--- src/rtl/frame_sched_pkg.sv ---
// Shared definitions for the frame scheduler: channel FSM encoding,
// channel index constants and the per-channel status bundle.
package frame_sched_pkg;

    localparam int NUM_CH = 3;
    localparam int CH_W   = 0;
    localparam int CH_R0  = 1;
    localparam int CH_R1  = 2;

    typedef enum logic [1:0] {
        ST_IDLE = 2'd0,
        ST_SOF  = 2'd1,
        ST_BUSY = 2'd2
    } chan_state_e;

    // Status a channel reports back to the arbiter each cycle.
    typedef struct packed {
        logic sof;   // channel is in SOF
        logic busy;  // channel is in BUSY
        logic idle;  // channel can accept a grant
        logic fin;   // BUSY ended by done this cycle
        logic tmo;   // BUSY ended by timeout this cycle
    } chan_stat_t;

endpackage

--- src/rtl/frame_sched_chan.sv ---
// One scheduler channel: IDLE/SOF/BUSY FSM, BUSY watchdog and the
// wrapping count of frames that ended with done.
module frame_sched_chan
    import frame_sched_pkg::*;
#(
    parameter int C_TIMEOUT   = 1000000,
    parameter int C_CNT_WIDTH = 32
) (
    input  logic                   clk,
    input  logic                   reset,
    input  logic                   grant,
    input  logic                   done,
    output chan_stat_t             stat,
    output logic [C_CNT_WIDTH-1:0] frame_cnt
);

    localparam int TW = $clog2(C_TIMEOUT + 1);

    chan_state_e   state, state_nxt;
    logic [TW-1:0] tmo_cnt;
    logic          fin, tmo;

    // Next state: done beats the watchdog when both land on the last cycle.
    always_comb begin
        state_nxt = state;
        fin       = 1'b0;
        tmo       = 1'b0;
        case (state)
            ST_IDLE: if (grant) state_nxt = ST_SOF;
            ST_SOF:  state_nxt = ST_BUSY;
            ST_BUSY: begin
                if (done) begin
                    state_nxt = ST_IDLE;
                    fin       = 1'b1;
                end else if (tmo_cnt == TW'(C_TIMEOUT - 1)) begin
                    state_nxt = ST_IDLE;
                    tmo       = 1'b1;
                end
            end
            default: state_nxt = ST_IDLE;
        endcase
    end

    // State, watchdog (counts BUSY cycles already spent) and frame counter.
    always_ff @(posedge clk) begin
        if (reset) begin
            state     <= ST_IDLE;
            tmo_cnt   <= '0;
            frame_cnt <= '0;
        end else begin
            state   <= state_nxt;
            tmo_cnt <= (state == ST_BUSY) ? tmo_cnt + TW'(1) : '0;
            if (fin) frame_cnt <= frame_cnt + C_CNT_WIDTH'(1);
        end
    end

    assign stat.sof  = (state == ST_SOF);
    assign stat.busy = (state == ST_BUSY);
    assign stat.idle = (state == ST_IDLE);
    assign stat.fin  = fin;
    assign stat.tmo  = tmo;

endmodule

--- src/rtl/frame_sched.sv ---
// Frame scheduler: one writer and two readers sharing a mutex buffer pool.
// Writer wins arbitration; readers alternate and wait for a first frame.
module frame_sched
    import frame_sched_pkg::*;
#(
    parameter int C_TIMEOUT   = 1000000,
    parameter int C_CNT_WIDTH = 32
) (
    input  logic                   clk,
    input  logic                   reset,
    input  logic                   enable,
    input  logic                   w_req,
    input  logic                   r0_req,
    input  logic                   r1_req,
    input  logic                   w_done,
    input  logic                   r0_done,
    input  logic                   r1_done,
    output logic                   w_sof,
    output logic                   r0_sof,
    output logic                   r1_sof,
    output logic                   w_busy,
    output logic                   r0_busy,
    output logic                   r1_busy,
    output logic                   frame_valid,
    output logic [2:0]             err,
    input  logic [2:0]             err_clr,
    output logic [C_CNT_WIDTH-1:0] w_frame_cnt,
    output logic [C_CNT_WIDTH-1:0] r0_frame_cnt,
    output logic [C_CNT_WIDTH-1:0] r1_frame_cnt
);

    // Only the writer's completions make the pool readable.
    localparam logic [NUM_CH-1:0] FV_SRC = NUM_CH'(1) << CH_W;

    logic [NUM_CH-1:0]                  req, done, grant, cand, elig;
    logic [NUM_CH-1:0]                  sof, busy, idle, fin, tmo;
    chan_stat_t [NUM_CH-1:0]            stat;
    logic [NUM_CH-1:0][C_CNT_WIDTH-1:0] frame_cnt;
    logic                               rr_ptr;  // 0: r0 wins a tie
    logic                               any_sof;

    assign req  = {r1_req, r0_req, w_req};
    assign done = {r1_done, r0_done, w_done};

    for (genvar ch = 0; ch < NUM_CH; ch++) begin : g_chan
        frame_sched_chan #(
            .C_TIMEOUT   (C_TIMEOUT),
            .C_CNT_WIDTH (C_CNT_WIDTH)
        ) u_chan (
            .clk       (clk),
            .reset     (reset),
            .grant     (grant[ch]),
            .done      (done[ch]),
            .stat      (stat[ch]),
            .frame_cnt (frame_cnt[ch])
        );
        assign sof[ch]  = stat[ch].sof;
        assign busy[ch] = stat[ch].busy;
        assign idle[ch] = stat[ch].idle;
        assign fin[ch]  = stat[ch].fin;
        assign tmo[ch]  = stat[ch].tmo;
    end

    assign elig    = {frame_valid, frame_valid, 1'b1};
    assign cand    = req & idle & elig & {NUM_CH{enable}};
    assign any_sof = |sof;

    // Single grant per cycle, none while an SOF pulse is in flight.
    always_comb begin
        grant = '0;
        if (!any_sof) begin
            if (cand[CH_W])
                grant[CH_W] = 1'b1;
            else if (cand[CH_R0] && (!cand[CH_R1] || !rr_ptr))
                grant[CH_R0] = 1'b1;
            else if (cand[CH_R1])
                grant[CH_R1] = 1'b1;
        end
    end

    // Reader round-robin pointer: the reader just served drops to lowest.
    always_ff @(posedge clk) begin
        if (reset)              rr_ptr <= 1'b0;
        else if (grant[CH_R0])  rr_ptr <= 1'b1;
        else if (grant[CH_R1])  rr_ptr <= 1'b0;
    end

    // Sticky status: frame_valid until reset, err until cleared (set wins).
    always_ff @(posedge clk) begin
        if (reset) begin
            frame_valid <= 1'b0;
            err         <= '0;
        end else begin
            frame_valid <= frame_valid | (|(fin & FV_SRC));
            err         <= (err & ~err_clr) | tmo;
        end
    end

    assign {r1_sof, r0_sof, w_sof}    = sof;
    assign {r1_busy, r0_busy, w_busy} = busy;
    assign w_frame_cnt  = frame_cnt[CH_W];
    assign r0_frame_cnt = frame_cnt[CH_R0];
    assign r1_frame_cnt = frame_cnt[CH_R1];

endmodule

--- config.mk ---
export PLATFORM = sky130hd
export DESIGN_NAME = frame_sched
export DESIGN_NICKNAME = d
export VERILOG_FILES = /design/src/rtl/frame_sched_pkg.sv /design/src/rtl/frame_sched_chan.sv /design/src/rtl/frame_sched.sv
export SDC_FILE = /design/constraint.sdc
export NUM_CORES = 1
export LEC_CHECK = 0
export ABC_AREA = 1
export CORE_MARGIN = 3
export CORE_UTILIZATION = 50
export CTS_CLUSTER_SIZE = 16
export DETAILED_ROUTE_END_ITERATION = 10
export PLACE_DENSITY = 0.74
export SETUP_SLACK_MARGIN = 0.02
export SYNTH_ARGS = -nofsm -noshare
export SYNTH_HDL_FRONTEND = slang
export SYNTH_HIERARCHICAL = 1
export SYNTH_SLANG_ARGS = --single-unit
--- constraint.sdc ---
create_clock -name clk -period 1.25 [get_ports clk]
set_input_delay 0.125 -clock clk [delete_from_list [all_inputs] [get_ports clk]]
set_output_delay 0.125 -clock clk [all_outputs]
set_load 0.005 [all_outputs]
==> metrics <==
largest net degree at the start of global routing=24; CP Class=flop to flop; Pwr Total=0.0115 W; Total Nets Final=1851; leak pwr=6.78 nW; ant diodes=0; via count=13100; Max Clk Rate=578 MHz; htree depth=4; Setup crit end kind=flop; grt ovf=0; Synth Warn #=6; Synth-to-Final Area Change=78.6%; min cycle time layout=1.73 ns; Slowest Stage Delay on Critical Path=0.35 ns; RSZ-0062 raised after global routing=yes; largest fanout on the critical path=5; Port Buf Inserts=117; CTS Buffer Depth=2; clock root buffer master=clkbuf_16; die width=139 µm; critical path arrival=2.07 ns; Final setup violation count=160; Vias/cell=6.35; drt pass-1 iters=11; I/O pins=118; synthesized net count=1366; Die ar.=19200 µm²; TritonCTS clock tree=done; DPL Wire Length=18700 µm; Tcrit/Tclk final=138%; vias in the first global route=11200; Die Y=139 µm; critical path startpoint category=flop; CP most frequent cell=nor2_4; Post-route DRC=2; mean post-synth cell area=6.54 µm²; Starting Density=52.0%; Core ar.=16900 µm²; clock skew=0.00800 ns; Mapped Cells=1348; P per Cell Area=731 nW/µm²; GRT Resource Usage Total=32.2%; clk sinks=167; failing checks=DRC, setup timing; VDD IR max=1120 µV; first-pass GRT wire length=52200 µm; multi-input logic area=6250 µm²; antenna violations before repair=1; clk slew on worst S/H paths=0.07 ns; DRT Wirelength=46100 µm; register area=3640 µm²; status=finished, violations left; gpl congestion=0.930; slowest stage cell on the critical path=dfxtp_4; Skew-Pair Late Insertion Delay=0.44 ns; Hold Buf Count CTS=0; Final Hold Fails=0; setup TNS=-33.46 ns; Iteration-0 DRC Markers=1510; required time of the critical path=1.59 ns; Fill cells=585; worst setup margin=-0.480 ns; CTS Buf Count=17; Max Slew Vio Count=0; max-cap viol count=0; antenna viol nets, final=0; Slew headroom=67.4%; post-place setup slack=-0.399 ns; HP Class=input port to flop; Mapped Area=8810 µm²; WL per Instance=22.3 µm; critical-path cell list=buf_6 -> ha_4 -> nand3_4 -> nor2_4 -> nand2_4 -> nor2_4 -> nand4_1 -> nand2_1 -> nor2_2; layout cells sized above 1=52.1%; row cnt=47; worst slew pin tran=0.489 ns
## cell usage in the layout, fill, tap and decap left out, types with 19 or more instances in the layout
master         count
nor2_2            38
inv_1            161
nand2_1          240
nor2_1           162
dfxtp_2           96
buf_4            262
nand4_1           55
nand2_4           26
buf_6            114
dlygate4sd2_1     35
a21oi_1           57
nor2_4            62
nand2_2           40
o21ai_2           19
nand3_2           43
nand3_4           19
dfxtp_1           24
dfxtp_4           47
inv_2             22
a21oi_2           40
clkbuf_2          26
nand3_1           45
## where the power goes
group	leakage, nW	internal [W]	total, W	switching, W
registers	1.43	0.00522	0.00523	0.00000818
logic	5.05	0.000169	0.000400	0.000231
clock network	0.299	0.00345	0.00587	0.00242
total	6.78	0.00884	0.0115	0.00266
## cell type report
class,count,area share (%)
clock inverter,11,1.07
inverter,197,4.97
timing repair buffer,485,26.4
clock buffer,20,2.90
tap,220,1.75
multi-input combinational,965,39.7
sequential,167,23.1
## metrics by stage
step / cells / hold slack, ns / util (%) / cell area (µm²)
floorplan: 1348 / 0.187 / - / 8990
finish: 2065 / 0.149 / 92.9 / 15700
global route: 2065 / 0.158 / 92.9 / 15700
global placement: 1874 / 0.428 / 70.4 / 11900
detailed placement: 1874 / 0.437 / 70.4 / 11900
CTS: 2013 / 0.0644 / 84.2 / 14300
## per-layer routing
layer / vias to the layer above / part of all wire (%) / track usage, %
met1: 5985 / 32 / 36.3
met2: 1275 / 46 / 58.2
met5: - / 0 / 0
met4: 0 / 11 / 15.0
li1: 5312 / - / -
met3: 546 / 11 / 6.55
## sequential cells by signal, indices dropped and copies added (netlist names)
name	count
err	3
frame_valid	1
g_chan.u_chan/frame_cnt	96
g_chan.u_chan/state	6
g_chan.u_chan/tmo_cnt	60
rr_ptr	1
## path summary, 6_finish.rpt
kind,start,to,slack (ns),cells after the start
max,g_chan[1].u_chan/frame_cnt[1],g_chan[1].u_chan/frame_cnt[24],-0.48,9
min,reset,g_chan[1].u_chan/frame_cnt[7],0.15,2
max reg2reg,g_chan[1].u_chan/frame_cnt[1],g_chan[1].u_chan/frame_cnt[24],-0.48,9
min reg2reg,g_chan[0].u_chan/tmo_cnt[19],g_chan[0].u_chan/tmo_cnt[19],0.49,2
## worst max-delay path: cells and delay by family (launching register included)
kind	cells	cell delay, ns
adder cells (fa/ha/maj)	1	0.15
buffers and inverters	1	0.11
flip-flops	1	0.35
AND/OR/NAND/NOR	7	1.02
## repair_timing
item,in CTS,in global routing
resized for setup,603,396
buffers inserted,112,69
gates cloned,0,1
pin swaps,114,170
endpoints found under the setup margin,222,201
Power figures use the tool's default switching activity.
